<file path="src/rtl/seg_scan_ctrl_if.sv">
// -----------------------------------------------------------------------------
// seg_scan_ctrl_if
// Write-side handshake bundle for the seven-segment scan scheduler.
//
// Signals:
//   wr_data   [31:0]  new frame, digit k = bits [4k+3:4k], digit 7 most significant
//   wr_blink  [7:0]   per-digit blink mask, bit k = digit k
//   wr_lz_en          leading-zero suppression enable
//   wr_valid          write request
//   wr_ready          shadow buffer free; write accepted on wr_valid && wr_ready
//
// Modports:
//   master  - producer of frames (drives data/valid, observes ready)
//   slave   - the scan controller (observes data/valid, drives ready)
// -----------------------------------------------------------------------------
interface seg_scan_ctrl_if;
    logic [31:0] wr_data;
    logic [7:0]  wr_blink;
    logic        wr_lz_en;
    logic        wr_valid;
    logic        wr_ready;

    modport master (
        output wr_data,
        output wr_blink,
        output wr_lz_en,
        output wr_valid,
        input  wr_ready
    );

    modport slave (
        input  wr_data,
        input  wr_blink,
        input  wr_lz_en,
        input  wr_valid,
        output wr_ready
    );
endinterface

</file>
<file path="src/rtl/seg_scan_ctrl.sv">
// -----------------------------------------------------------------------------
// seg_scan_ctrl
// Scan scheduler for an 8-digit multiplexed seven-segment display.
// A 32-bit frame (8 nibbles) is double-buffered: writes land in a shadow
// buffer and are copied to the active buffer only at a frame boundary, so the
// display never shows a mix of two frames. Each digit owns a slot of SCAN_DIV
// cycles; the first BLANK_CYC cycles of the slot keep every digit off to
// avoid ghosting. Leading-zero suppression and per-digit blink can force a
// digit dark during its show phase.
//
// Parameters:
//   SCAN_DIV      clock cycles per digit slot (must exceed BLANK_CYC)
//   BLANK_CYC     blanking cycles at the start of each slot (>= 1)
//   BLINK_FRAMES  frames per blink half-period (>= 1)
//
// Ports:
//   clk         system clock, rising edge
//   rst         asynchronous reset, active-high
//   wr          write handshake (slave modport of seg_scan_ctrl_if)
//   digit_idx   digit currently in its slot
//   nibble      active value of digit_idx, to the segment decoder
//   blank       1 = decoder output must be forced off
//   sig         digit selects, active-low one-hot, 8'hFF = all off
//   frame_tick  one-cycle pulse on the last cycle of the digit 7 slot
// -----------------------------------------------------------------------------
module seg_scan_ctrl #(
    parameter int SCAN_DIV     = 50000,
    parameter int BLANK_CYC    = 16,
    parameter int BLINK_FRAMES = 64
) (
    input  logic              clk,
    input  logic              rst,
    seg_scan_ctrl_if.slave    wr,
    output logic [2:0]        digit_idx,
    output logic [3:0]        nibble,
    output logic              blank,
    output logic [7:0]        sig,
    output logic              frame_tick
);

    localparam int CNT_W = $clog2(SCAN_DIV);
    localparam int BLK_W = (BLINK_FRAMES > 1) ? $clog2(BLINK_FRAMES) : 1;

    localparam logic [CNT_W-1:0] CNT_LAST       = CNT_W'(SCAN_DIV - 1);
    localparam logic [CNT_W-1:0] CNT_BLANK_LAST = CNT_W'(BLANK_CYC - 1);
    localparam logic [BLK_W-1:0] BLINK_LAST     = BLK_W'(BLINK_FRAMES - 1);

    localparam logic [0:0] ST_BLANK = 1'b0;
    localparam logic [0:0] ST_SHOW  = 1'b1;

    logic [CNT_W-1:0] cnt;
    logic [0:0]       state;

    logic [31:0] act_data;
    logic [7:0]  act_blink;
    logic        act_lz;
    logic [31:0] sh_data;
    logic [7:0]  sh_blink;
    logic        sh_lz;
    logic        pending;

    logic [BLK_W-1:0] blink_cnt;
    logic             blink_ph;

    logic [CNT_W-1:0] cnt_n;
    logic [2:0]       idx_n;
    logic [0:0]       state_n;
    logic             slot_end;
    logic             accept;
    logic             apply;
    logic [31:0]      act_data_n;
    logic [7:0]       act_blink_n;
    logic             act_lz_n;
    logic [BLK_W-1:0] blink_cnt_n;
    logic             blink_ph_n;
    logic [7:0]       zero_from;
    logic             zacc;
    logic             lz_sup;
    logic             bl_sup;
    logic             off_n;
    logic [7:0]       sig_n;
    logic [3:0]       nibble_n;
    logic             tick_n;

    assign wr.wr_ready = ~pending;
    assign accept      = wr.wr_valid & ~pending;
    // frame_tick is registered, so it marks the current cycle as the last of
    // the frame; a frame already waiting in the shadow goes live on this edge.
    assign apply       = frame_tick & pending;

    // Slot sequencing: the next counter/digit/phase values. The output
    // registers are loaded from these so they always describe the cycle
    // that is about to begin, keeping every output purely registered.
    always_comb begin
        slot_end = (cnt == CNT_LAST);
        cnt_n    = slot_end ? '0 : cnt + CNT_W'(1);
        idx_n    = slot_end ? digit_idx + 3'd1 : digit_idx;
        state_n  = state;
        case (state)
            ST_BLANK: if (cnt == CNT_BLANK_LAST) state_n = ST_SHOW;
            ST_SHOW:  if (slot_end)              state_n = ST_BLANK;
            default:                             state_n = ST_BLANK;
        endcase
    end

    // Active buffer and blink state as they will be in the next cycle, so a
    // new frame and a blink toggle take effect on the very first cycle of
    // the new frame.
    always_comb begin
        act_data_n  = apply ? sh_data  : act_data;
        act_blink_n = apply ? sh_blink : act_blink;
        act_lz_n    = apply ? sh_lz    : act_lz;
        blink_cnt_n = blink_cnt;
        blink_ph_n  = blink_ph;
        if (frame_tick) begin
            if (blink_cnt == BLINK_LAST) begin
                blink_cnt_n = '0;
                blink_ph_n  = ~blink_ph;
            end else begin
                blink_cnt_n = blink_cnt + BLK_W'(1);
            end
        end
    end

    // zero_from[k] is set when digit k and every digit above it are zero,
    // which is exactly the leading-zero condition for digit k.
    always_comb begin
        zero_from = '0;
        zacc      = 1'b1;
        for (int k = 7; k >= 0; k--) begin
            zacc         = zacc & (act_data_n[4*k +: 4] == 4'd0);
            zero_from[k] = zacc;
        end
    end

    always_comb begin
        lz_sup   = act_lz_n & (idx_n != 3'd0) & zero_from[idx_n];
        bl_sup   = blink_ph_n & act_blink_n[idx_n];
        off_n    = (state_n == ST_BLANK) | lz_sup | bl_sup;
        sig_n    = off_n ? 8'hFF : ~(8'd1 << idx_n);
        nibble_n = act_data_n[{idx_n, 2'b00} +: 4];
        tick_n   = (cnt_n == CNT_LAST) & (idx_n == 3'd7);
    end

    // Slot counter, FSM and registered display outputs.
    always_ff @(posedge clk or posedge rst) begin
        if (rst) begin
            cnt        <= '0;
            state      <= ST_BLANK;
            digit_idx  <= 3'd0;
            sig        <= 8'hFF;
            blank      <= 1'b1;
            nibble     <= 4'd0;
            frame_tick <= 1'b0;
        end else begin
            cnt        <= cnt_n;
            state      <= state_n;
            digit_idx  <= idx_n;
            sig        <= sig_n;
            blank      <= off_n;
            nibble     <= nibble_n;
            frame_tick <= tick_n;
        end
    end

    // Double buffer: a handshake can only happen while nothing is pending,
    // and the shadow is copied to active only while something is pending,
    // so the two never coincide.
    always_ff @(posedge clk or posedge rst) begin
        if (rst) begin
            sh_data   <= '0;
            sh_blink  <= '0;
            sh_lz     <= 1'b0;
            act_data  <= '0;
            act_blink <= '0;
            act_lz    <= 1'b0;
            pending   <= 1'b0;
        end else begin
            act_data  <= act_data_n;
            act_blink <= act_blink_n;
            act_lz    <= act_lz_n;
            if (accept) begin
                sh_data  <= wr.wr_data;
                sh_blink <= wr.wr_blink;
                sh_lz    <= wr.wr_lz_en;
                pending  <= 1'b1;
            end else if (apply) begin
                pending  <= 1'b0;
            end
        end
    end

    // Blink half-period counter, advanced once per frame.
    always_ff @(posedge clk or posedge rst) begin
        if (rst) begin
            blink_cnt <= '0;
            blink_ph  <= 1'b0;
        end else begin
            blink_cnt <= blink_cnt_n;
            blink_ph  <= blink_ph_n;
        end
    end

endmodule
</file>
<file path="src/flat_wrapper.sv">
// flat-port wrapper written by rule: the top's interface ports become plain ports
module seg_scan_ctrl_flat 
#(
    parameter int SCAN_DIV     = 50000,
    parameter int BLANK_CYC    = 16,
    parameter int BLINK_FRAMES = 64
)
  (clk, rst, digit_idx, nibble, blank, sig, frame_tick, wr_wr_data, wr_wr_blink, wr_wr_lz_en, wr_wr_valid, wr_wr_ready);
  seg_scan_ctrl_if wr_i ();
  input  logic clk;
  input  logic rst;
  output logic [2:0] digit_idx;
  output logic [3:0] nibble;
  output logic blank;
  output logic [7:0] sig;
  output logic frame_tick;
  input wire logic [$bits(wr_i.wr_data)-1:0] wr_wr_data;
  input wire logic [$bits(wr_i.wr_blink)-1:0] wr_wr_blink;
  input wire logic [$bits(wr_i.wr_lz_en)-1:0] wr_wr_lz_en;
  input wire logic [$bits(wr_i.wr_valid)-1:0] wr_wr_valid;
  output wire logic [$bits(wr_i.wr_ready)-1:0] wr_wr_ready;
  assign wr_i.wr_data = wr_wr_data;
  assign wr_i.wr_blink = wr_wr_blink;
  assign wr_i.wr_lz_en = wr_wr_lz_en;
  assign wr_i.wr_valid = wr_wr_valid;
  assign wr_wr_ready = wr_i.wr_ready;
  seg_scan_ctrl #(.SCAN_DIV(SCAN_DIV), .BLANK_CYC(BLANK_CYC), .BLINK_FRAMES(BLINK_FRAMES)) u_core (.clk(clk), .rst(rst), .wr(wr_i), .digit_idx(digit_idx), .nibble(nibble), .blank(blank), .sig(sig), .frame_tick(frame_tick));
endmodule
</file>
<file path="config.mk">
export PLATFORM = sky130hd
export DESIGN_NAME = seg_scan_ctrl_flat
export DESIGN_NICKNAME = d
export VERILOG_FILES = /design/src/rtl/seg_scan_ctrl_if.sv /design/src/rtl/seg_scan_ctrl.sv /design/src/flat_wrapper.sv
export SDC_FILE = /design/constraint.sdc
export NUM_CORES = 1
export LEC_CHECK = 0
export ABC_AREA = 1
export CAP_MARGIN = 25
export CORE_MARGIN = 3
export CORE_UTILIZATION = 55
export CTS_CLUSTER_DIAMETER = 200
export CTS_CLUSTER_SIZE = 20
export DETAILED_ROUTE_END_ITERATION = 8
export HOLD_SLACK_MARGIN = 0.15
export PLACE_DENSITY_LB_ADDON = 0.25
export SLEW_MARGIN = 25
export SYNTH_ARGS = -nofsm -noshare
export SYNTH_HDL_FRONTEND = slang
export SYNTH_SLANG_ARGS = --single-unit
</file>
<file path="constraint.sdc">
create_clock -name clk -period 6.1 [get_ports clk]
set_input_delay 1.22 -clock clk [delete_from_list [all_inputs] [get_ports clk]]
set_output_delay 1.22 -clock clk [all_outputs]
set_load 0.02 [all_outputs]
</file>
==> results list, run 1 <==
- The worst setup path is launched from a register.
- Combinational logic is responsible for 2.4% of the overall power.
* Number of hold-slack violations in the final timing report: 0
- The number of global-route vias before repair is 4602.
- Final clock period utilization by the worst path: a little under three fifths
- Setup violations remaining at the end of the flow were counted as 0.
- For the final database, setup skew stands at 0.00777 ns.
- Category of the most critical setup path: register to output port
- The area growth from synthesis to layout is 21.8%.
- The number of different library cells used by synthesis comes to 36.
- The clock period could shrink to 3.43 ns.
- Horizontal die dimension: 109 um
- Maximum number of pins on one net before global-route repair: 74
* TritonCTS clock tree: yes
* Via Count: 4598
* Cells traversed along the worst timing path: inv_1, clkdlybuf4s50_1
* Wire length on met2: 6.06 mm
- Post-Syn Area per Cell: 8.63 um^2
- Reported max-cap violation count: 0
- Power share of the clock group: 52.4%
- Worst VDD drop: 0.221 mV
- DP HPWL: 8.98 mm
* TritonCTS buffer count: 17
* Detailed-route DRC error count: 0
- Cell Int Power: 1.47 mW
- Portion of the post-synthesis area used by sequential elements: a little over half
- Yosys mapped a number of flops with a built-in enable equal to 0.
- Non-filler instance count after layout: between 800 and 900
* First-pass DRT Iterations: 5
- Static leakage: around 3.8 nW
- In the layout the commonest cells are nand2_1, dfrtp_1, inv_1, nor2_1, clkdlybuf4s50_1.
* Nets@finish: between 700 and 800
- STA puts the critical path data arrival time at 2.21 ns.
- Clock tree synthesis found a total of 124 sinks.
- Detailed routing placed a total of 575 um of wire on met3.
* Starting DRC count in detailed routing: 278
* Commonest non-fill, non-tap cell in the layout: nand2_1
- Y dimension of the die: 109 um
* Slew at the pin closest to its max-slew limit: 0.883 ns
- Together, buffers and inverters on the worst path number 2.
- Among all flip-flop cells after synthesis, the most frequent one is dfrtp_1.
- Hold buffer count at cts: 0
* CTS Buffer Depth: 2
* Top fanout value on the critical path: 24
- After clock tree synthesis, the clock-pin slew on the worst setup and hold paths is roughly 0.05 ns.
- The run finished with clean final reports.
- The final-report max-slew violation count is 0.
- Measured against its own limit, the worst slew margin works out to 41.1%.
* Pwr/cell area: ~260 mW/mm^2
- Max stage delay cell, worst path: dfrtp_1
- The analysis attributes to net switching a power of 356 uW.
- Fraction of layout cells with a size suffix above 1: 14.6%
- Antenna-violating nets left: 0
- In the routed layout, each cell is associated on average with a via count of 5.20.
- The clock tree synthesis step divided the H-tree into 4 levels.
- In this run the top signal layer used is met4.
- For this run, the number of Yosys warnings is 0.
- Sequential share of power: 45.1%
- Post-synthesis register bit count: 124
- Post-synth ARST share: 100%
* Overall fraction of global-route tracks in use: 24.0%
* Kind of end point of the critical path: output port
- Clock latency on the worst-skew pair, taken at its later pin, is between 0.5 and 0.6 ns.
- The number of antenna violations at the first check in global routing came to 0.
- Number of instances in the placed design: 853
- The floorplan has 36 rows.
- The total area inside the core boundary comes to 0.0100 mm^2.
- 0 antenna diodes ended up in the layout.
- Cell at the root of the clock tree: clkbuf_8
* Switching part of the total power: 19.5%
- CTS-repair resized insts: 0
* Type of the tightest min-delay check: register to register
- The floorplan step defined a die boundary enclosing 0.0119 mm^2.
- Routed wire length per instance: 14.4 um
* Wire length of the first global-routing pass: 21.7 mm
- RSZ-0062 raised after global routing: false
- Post-Syn Nets: between 700 and 800
* Sum of negative setup slack: 0 ns
- Total wirelength of the detailed-routed design: approximately 13 mm
- CP delay by family, top: buffers and inverters
- Gp weighted congestion: 0.959
* Largest incremental delay on the critical path: 0.84 ns
* Total of fill cells in the finished design: roughly 780
- Once the clock tree was built, the setup fixing pass inserted 0 buffers.
* Top achievable clock speed: 291 MHz
- STA puts the critical path data required time at 4.88 ns.
- Wire length on met1: 5.73 mm
* I/O Buffers: 61
- Pin placement for this block handled 62 I/O pins.
- Post-layout utilization of the core: 70.8%
- The total overflow left after global routing is 0.
- Area of the mapped netlist: 0.00583 mm^2
- Cells after synthesis: 676
- Initial cell density of the core: about three fifths
-- tightest hold or removal path: cells and delay by family, from the launching register on --
family	cells	cell delay [ns]
AND/OR/NAND/NOR	2	0.13
flip-flops	1	0.32
-- cell usage after synthesis (all sizes together), types with 2 or more instances --
cell     n  share of area, %
xor2     4              0.60
dfrtp  115                49
buf     17               2.0
nor4     2              0.21
nor3     3              0.34
a21oi   19               1.6
nand2  214                15
nand3   52               4.8
or2      9              0.97
xnor2    2              0.30
nand4   12               1.3
dfstp    9               4.1
nor2    73               5.4
inv     81               5.3
ha       3              0.64
o22ai    2              0.21
o21ai   24               2.1
mux2    30               5.8
-- area by class of cell --
cell class / instances / area [um^2] / area share, %
clock buffer: 25 / 484 / 6.81
clock inverter: 6 / 85.1 / 1.20
timing repair buffer: 63 / 646 / 9.08
tap: 133 / 166 / 2.34
inverter: 82 / 313 / 4.40
sequential: 124 / 3110 / 43.8
multi-input combinational: 452 / 2300 / 32.3
-- power by group through the flow --
stage | Combinational [mW] | Clock [mW] | Sequential (mW)
2_1_floorplan | 0.0121 | 0 | 0.838
3_3_place_gp | 0.0443 | 0 | 0.838
3_5_place_dp | 0.0455 | 0 | 0.838
4_1_cts | 0.0457 | 0.973 | 0.824
5_1_grt | 0.0492 | 1.01 | 0.823
6_report | 0.0443 | 0.957 | 0.824
-- per-layer routing --
metal	up-vias	track usage, %
met4	0	12.2
met1	2187	31.3
met3	36	5.80
met2	117	37.6
li1	2258	-
met5	-	0
-- flip-flops by register name, summed over array words and instances, names as in the netlist --
name / cells
u_core.act_blink: 8
u_core.act_data: 32
u_core.act_lz: 1
u_core.blank: 1
u_core.blink_cnt: 6
u_core.blink_ph: 1
u_core.cnt: 16
u_core.digit_idx: 3
u_core.frame_tick: 1
u_core.nibble: 4
u_core.pending: 1
u_core.sh_blink: 8
u_core.sh_data: 32
u_core.sh_lz: 1
u_core.sig: 8
u_core.state: 1
-- path summary, 6_finish.rpt --
check | slack [ns] | end | cells after the start | start
setup / recovery | 2.67 | wr_wr_ready | 2 | u_core.pending
hold / removal | 0.48 | u_core.act_lz | 2 | u_core.act_lz
setup reg to reg | 3.42 | u_core.sig[2] | 11 | u_core.pending
hold reg to reg | 0.48 | u_core.act_lz | 2 | u_core.act_lz
max in group asynchronous | 3.71 | u_core.cnt[3] | 3 | rst
min in group asynchronous | 1.21 | u_core.sh_data[17] | 2 | rst
-- logic make-up after synthesis --
kind of cell    Yosys count  synth area share (%)
flops                   124                  53.4
compound gates           47                  4.18
mux                      30                  5.79
xor+xnor                  6                 0.901
simple gates            366                  27.8
fa+ha+maj                 3                 0.643
buf+inv                 100                  7.36
-- metrics by stage --
| step | power (mW) | instance area [um^2] | hold WS, ns | worst slack, ns |
|---|---|---|---|---|
| 2_1_floorplan | 0.850 | 5830 | 0.445 | 1.60 |
| 5_1_grt | 1.88 | 7110 | 0.510 | 2.48 |
| 3_5_place_dp | 0.883 | 6500 | 0.464 | 3.07 |
| 4_1_cts | 1.84 | 7070 | 0.481 | 2.58 |
| 6_report | 1.83 | 7110 | 0.485 | 2.67 |
| 3_3_place_gp | 0.882 | 6500 | 0.461 | 3.12 |
No activity file was read; power rests on OpenSTA's default activity.
==> inputs of run 2 (changes only) <==
Clock period 6.1 ns to 3.3 ns, I/O delays scaled along.
==> run 2 against run 1 <==
First-iteration DRC count rose by 41%; largest cell class unchanged; sequential share of layout area fell by 0.15 points; wire length rose by 0.52%; critical endpoint unchanged; register-to-register slack got worse by 2.5 ns.
==> results list, run 2 (synthesis results as in run 1) <==
* Status: finished, final reports clean (unchanged)
- Kind of end point of the critical path: output port (unchanged)
* Final setup skew: 0.00536 ns (was 0.00777 ns)
- The worst setup slack before clock tree synthesis is 0.879 ns (was 3.07 ns).
* Worst slew slack as a fraction of its limit: 55.4% (was 41.1%)
* Standard cell area after detailed placement: 0.00653 mm^2 (was 0.00650 mm^2)
* Final Max Tran Viols: 0 (unchanged)
- The end of the worst register-to-register path is u_core.sig[0] (was u_core.sig[2]).
* Start point of the critical path: u_core.pending (unchanged)
- The starting utilization of the core area is 58.1% (unchanged).
* RSZ-0062 raised after global routing: false (unchanged)
* Met3 track demand over resource: 6.81% (was 5.80%)
- The detailed-router iteration count before antenna repair was 5 (unchanged).
- Met1 track utilization from global routing: 32.0% (was 31.3%)
- The maximum number of pins on one net before global-route repair came to 125 (was 74).
- The internal reg-to-reg setup slack came to 0.90 ns (was 3.42 ns).
* Gp weighted congestion: 0.932 (was 0.959)
* Nets@finish: 788 (was 787)
- Routed wire length per instance: 14.5 um (was 14.4 um)
- Horizontal die dimension: 109 um (unchanged)
* Top library cells by usage in the layout, fill and taps aside: nand2_1, dfrtp_1, inv_1, nor2_1, clkdlybuf4s50_1 (unchanged)
- Static timing analysis puts the maximum clock frequency at 377 MHz.
- Total wirelength of the detailed-routed design: 12.8 mm (about the same)
- The first-pass GRT wire length was 21.8 mm (was 21.7 mm).
- I/O Buffers: 61 (unchanged)
* TritonCTS buffer count: 17 (unchanged)
- The length in cells of the worst reg-to-reg path was 11 (unchanged).
- Post-layout utilization of the core: 71.0% (was 70.8%)
* Detailed-route DRC error count: 0 (unchanged)
- Reported max-cap violation count: 0 (unchanged)
* Type of element launching the critical path: register (unchanged)
* Required time at the worst-slack endpoint: 2.64 ns (was 4.88 ns)
- Total clock sinks: 124 (unchanged)
* Final clock period utilization by the worst path: 80.3%
- The worst hold-check path type was register to register (unchanged).
* PnR worst setup slack: 0.650 ns (was 2.67 ns)
* Beginning of the worst register-to-register path: u_core.pending (unchanged)
* CTS Buffer Depth: 2 (unchanged)
* Clock latency at the later pin of the worst-skew pair: 0.52 ns (was 0.53 ns)
- The post-CTS resize count was 0 (unchanged).
- The violation count after the first detailed-routing iteration was 393 (was 278).
* Category of the most critical setup path: register to output port (unchanged)
- The cell row count is 36 (unchanged).
* Number of global-route vias before repair: 4536 (was 4602)
- Post-route minimum period: 2.65 ns
* Layer with the highest usage after global routing: met2 (unchanged)
* Hold buffer count at cts: 0 (unchanged)
- Antenna-violating nets left: 0 (unchanged)
- The number of buffers inserted to repair setup after CTS is 0 (unchanged).
- Y dimension of the die: 109 um (unchanged)
- Top fanout value on the critical path: 20 (was 24)
* Final setup violation count: 0 (unchanged)
- The met2 usage in global routing came to 37.5% (was 37.6%).
- Crit path capture: wr_wr_ready (unchanged)
* Fraction of layout cells with a size suffix above 1: 15.1% (was 14.6%)
* Cell at the root of the clock tree: clkbuf_8 (unchanged)
- Layout overhead on the synthesized area: 22.2% (was 21.8%)
- The post-route cell area is 0.00713 mm^2 (was 0.00711 mm^2).
- The CTS tree is yes (unchanged).
- The post-CTS clock slew at the launch and capture registers of the worst setup and hold paths was 0.06 ns (was 0.05 ns).
* Via density: 5.22 (was 5.20)
- The most frequent standard cell in the layout excluding fill and tap cells was nand2_1 (unchanged).
* Core ar.: 0.0100 mm^2 (unchanged)
- Total power: 3.45 mW (was 1.83 mW)
- Overall fraction of global-route tracks in use: 23.8% (was 24.0%)
- The total negative slack is 0 ns (unchanged).
* Max H-tree Level: 4 (unchanged)
- Area of the die: 0.0119 mm^2 (unchanged)
- The number of diodes added for antenna fixing came to 0 (unchanged).
- Number of antenna violations at the first check in global routing: 0 (unchanged)
- Number of hold-slack violations in the final timing report: 0 (unchanged)
- DP HPWL: 8.97 mm (was 8.98 mm)
- Global route total overflow: 0 (unchanged)
- Number of top-level pins: 62 (unchanged)
- Via Count: 4627 (was 4598)
* Static leakage: 3.79 nW (was 3.77 nW)
- The measured slew at the worst slew-check pin was 0.663 ns (was 0.883 ns).
* Biggest registers after layout: u_core.act_data (32), u_core.sh_data (32), u_core.cnt (16) (unchanged)
* Endpoint arrival time on the critical path: 1.99 ns (was 2.21 ns)
* Worst VDD drop: 0.467 mV (was 0.221 mV)
- The power density over cell area is 483 mW/mm^2 (was 257 mW/mm^2).
run 2: changes by cell type in the layout (fill, tap and decap cells not counted), moves of 2 or more:
cell / before / now
clkinv_4: 0 / 2
clkinv_2: 2 / 4
clkbuf_8: 5 / 3
clkbuf_1: 4 / 2
run 2: worst min path at each step:
stage | cells after the start | slack (ns) | startpoint | end
floorplan | 2 | 0.44 | u_core.act_lz | u_core.act_lz
global placement | 1 | 0.46 | u_core.blink_cnt[4] | u_core.blink_cnt[4]
detailed placement | 1 | 0.46 | u_core.blink_cnt[4] | u_core.blink_cnt[4]
CTS | 1 | 0.48 | u_core.blink_cnt[4] | u_core.blink_cnt[4]
global route | 1 | 0.51 | u_core.blink_cnt[4] | u_core.blink_cnt[4]
finish | 1 | 0.48 | u_core.blink_cnt[4] | u_core.blink_cnt[4]
run 2: metrics by stage:
stage | std cells | hold WS, ns
after detailed placement | 855 | 0.463
final | 887 | 0.481
after global routing | 887 | 0.508
after global placement | 855 | 0.460
after CTS | 887 | 0.480
after floorplan | 676 | 0.445
run 2: layer usage:
metal  wire, um  share of wire [%]
met2       6160                 48
met4        191                1.5
met3        670                5.2
met5          0                  0
met1       5820                 45
run 2: power by group:
| group | switching [mW] | total [mW] | internal (mW) |
|---|---|---|---|
| Clock | 0.656 | 1.84 | 1.19 |
| Sequential | 0 | 1.52 | 1.52 |
| Combinational | 0.0364 | 0.0835 | 0.0470 |
| Total | 0.692 | 3.45 | 2.76 |
run 2: cell type report:
class                           instances  area, um^2
Tap cell                              133         166
Clock inverter                         11         143
Inverter                               82         314
Multi-Input combinational cell        452        2300
Fill cell                             737        2910
Clock buffer                           21         449
Timing Repair Buffer                   64         646
Sequential cell                       124        3110
run 2: critical path: stages, from the launching register on:
cell             delay [ns]
dfrtp_1                0.46
buf_4                  0.24
inv_1                  0.14
clkdlybuf4s50_1        0.63
==> inputs of run 3 (changes only) <==
Clock period 3.3 ns to 2.8 ns, I/O delays scaled along.
==> run 3 against run 2 <==
Global-route usage rose by 0.34 points; register-to-register slack got worse by 0.35 ns; highest routed layer unchanged; utilization fell by 0.087 points; clock-buffer cell count rose by 3; first-iteration DRC count fell by 18%; largest cell class unchanged; sequential power rose by 18%; sequential cell count did not move.
==> results list, run 3 (synthesis results as in run 1) <==
- Status: finished, final reports clean (unchanged)
- First-pass DRT Iterations: 6 (was 5)
- Final setup violation count: 0 (unchanged)
* CTS Buffer Depth: 2 (unchanged)
- The number of global-route vias before repair was 4636 (was 4536).
- Max H-tree Level: 4 (unchanged)
* Clock latency at the later pin of the worst-skew pair: 0.53 ns (was 0.52 ns)
* Layout overhead on the synthesized area: 22.1% (was 22.2%)
* Final Max Tran Viols: 0 (unchanged)
- Top achievable clock speed: 401 MHz
* Overall fraction of global-route tracks in use: 24.1% (was 23.8%)
- Number of rows created at floorplan: 36 (unchanged)
- Detailed-route DRC error count: 0 (unchanged)
- The number of diodes added for antenna fixing came to 0 (unchanged).
- Cell at the root of the clock tree: clkbuf_8 (unchanged)
- The count of nets after finishing came to 790 (was 788).
- Starting DRC count in detailed routing: 324 (was 393)
- The number of ports placed on the die boundary was 62 (unchanged).
- Top library cells by usage in the layout, fill and taps aside: nand2_1, dfrtp_1, inv_1, nor2_1, clkdlybuf4s50_1 (unchanged).
- R2R setup slack: 0.55 ns (was 0.90 ns)
- The number of hold violations in the final report came to 0 (unchanged).
- The number of antenna violations at the first check in global routing was 0 (unchanged).
* DP HPWL: 8.96 mm (was 8.97 mm)
- The floorplan die area came to 0.0119 mm^2 (unchanged).
* Type of the tightest min-delay check: register to register (unchanged)
- The final global-route overflow total is 0 (unchanged).
* I/O Buffers: 61 (unchanged)
* FF-to-FF path depth: 11 (unchanged)
- Origin of the worst min-delay path: u_core.blink_cnt[4] (unchanged)
- The CTS tree was yes (unchanged).
- Via Count: 4658 (was 4627)
* Biggest registers after layout: u_core.act_data (32), u_core.sh_data (32), u_core.cnt (16) (unchanged)
- The maximum number of pins on one net before global-route repair is 125 (unchanged).
- The post-CTS resize count came to 0 (unchanged).
- The die extent in x came to 109 um (unchanged).
- Fraction of layout cells with a size suffix above 1: 15.1% (about the same)
- The maximum fanout along the worst path is 28 (was 20).
* Beginning of the worst register-to-register path: u_core.cnt[0] (was u_core.pending)
- The number of fill cells is 766 (was 737).
- The worst path required time is 2.24 ns (was 2.64 ns).
- Register clock-pin slew on the reported worst setup and hold paths: 0.06 ns (about the same)
- The cell count of the worst hold path was 1 (unchanged).
- The relative slew slack came to 55.5% (was 55.4%).
- Pre-CTS setup slack: 0.583 ns (was 0.879 ns)
- Initial cell density of the core: 58.1% (unchanged)
- Worst Hold End: u_core.blink_cnt[4] (unchanged)
* Kind of end point of the critical path: output port (unchanged)
- The worst supply voltage drop on vdd was 0.484 mV (was 0.467 mV).
- The worst-case clock skew was 0.00606 ns (was 0.00536 ns).
- The data arrival time at the worst-slack endpoint was 1.93 ns (was 1.99 ns).
* Y dimension of the die: 109 um (unchanged)
* Commonest non-fill, non-tap cell in the layout: nand2_1 (unchanged)
- The final estimated routing congestion in global placement was 0.909 (was 0.932).
- The detailed-route wire length per cell is 14.6 um (was 14.5 um).
- Total clock sinks: 124 (unchanged)
- Final clock period utilization by the worst path: approximately nine tenths
- Static leakage: 3.79 nW (about the same)
- The final wirelength was 13.0 mm (was 12.8 mm).
- Slew at the pin closest to its max-slew limit: 0.661 ns (was 0.663 ns)
* RSZ-0062 raised after global routing: false (unchanged)
- Post-CTS Setup Inserts: 0 (unchanged)
* Core ar.: 0.0100 mm^2 (unchanged)
- Hold buffer count at cts: 0 (unchanged)
- The max-capacitance violation count came to 0 (unchanged).
* Wire length of the first global-routing pass: 22.0 mm (was 21.8 mm)
- The via density per instance came to 5.24 (was 5.22).
- The end of the worst register-to-register path is u_core.frame_tick (was u_core.sig[0]).
* Post-route minimum period: 2.49 ns
* Type of element launching the critical path: register (unchanged)
- TritonCTS buffer count: 17 (unchanged)
* Pwr/cell area: 556 mW/mm^2 (was 483 mW/mm^2)
- Sum of negative setup slack: 0 ns (unchanged)
- The post-detailed-route count of antenna-violating nets was 0 (unchanged).
* Category of the most critical setup path: register to output port (unchanged)
- The setup slack of the critical path after layout is 0.309 ns (was 0.650 ns).
[run 3: changes by cell type in the layout (fill, tap and decap cells not counted)]
cell,delta
buf_12,+1
buf_4,+1
bufinv_16,-1
clkbuf_1,+2
clkbuf_8,+1
clkinv_2,+2
clkinv_4,-2
clkinvlp_4,-2
nand2_2,+1
nand2_4,-1
[run 3: per-layer routing]
metal	part of all wire (%)	GRT usage, %	vias up
met5	0	0	-
met4	1.7	8.84	0
met3	5.9	5.80	28
met2	49	38.4	136
met1	44	32.3	2222
li1	-	-	2272
[run 3: metrics by stage]
step	instances	utilization [%]	cell area, um^2	power [mW]	hold slack (ns)
floorplan	676	-	5840	1.85	0.445
global placement	857	65.3	6560	1.92	0.461
detailed placement	857	65.3	6560	1.93	0.467
CTS	889	70.9	7120	3.98	0.497
global route	889	70.9	7120	4.09	0.522
finish	889	70.9	7120	3.96	0.502
[run 3: critical path, cell delays in order (launching register included)]
cell and delay (ns):
dfrtp_1 0.41, buf_4 0.31, clkdlybuf4s50_1 0.67
[run 3: power by group]
group / total [mW] / switching (mW) / internal [mW]
Sequential: 1.79 / 0 / 1.79
Combinational: 0.0977 / 0.0423 / 0.0554
Clock: 2.07 / 0.740 / 1.33
[run 3: how the worst max path moves through the flow]
stage	start	endpoint	slack [ns]	cells past startpoint
6_report	u_core.frame_tick	frame_tick	0.31	2
5_1_grt	u_core.frame_tick	frame_tick	0.21	2
2_1_floorplan	rst	u_core.act_blink[0]	0.72	1
3_3_place_gp	u_core.cnt[0]	u_core.frame_tick	0.70	11
4_1_cts	u_core.frame_tick	frame_tick	0.29	2
3_5_place_dp	u_core.cnt[0]	u_core.frame_tick	0.58	11
[run 3: area by class of cell]
class | count | area, um^2 | area share, %
Clock inverter | 8 | 90.1 | 1.26
Sequential cell | 124 | 3110 | 43.7
Clock buffer | 24 | 470 | 6.61
Timing Repair Buffer | 66 | 673 | 9.45
Inverter | 82 | 314 | 4.41
Tap cell | 133 | 166 | 2.34
Multi-Input combinational cell | 452 | 2290 | 32.2
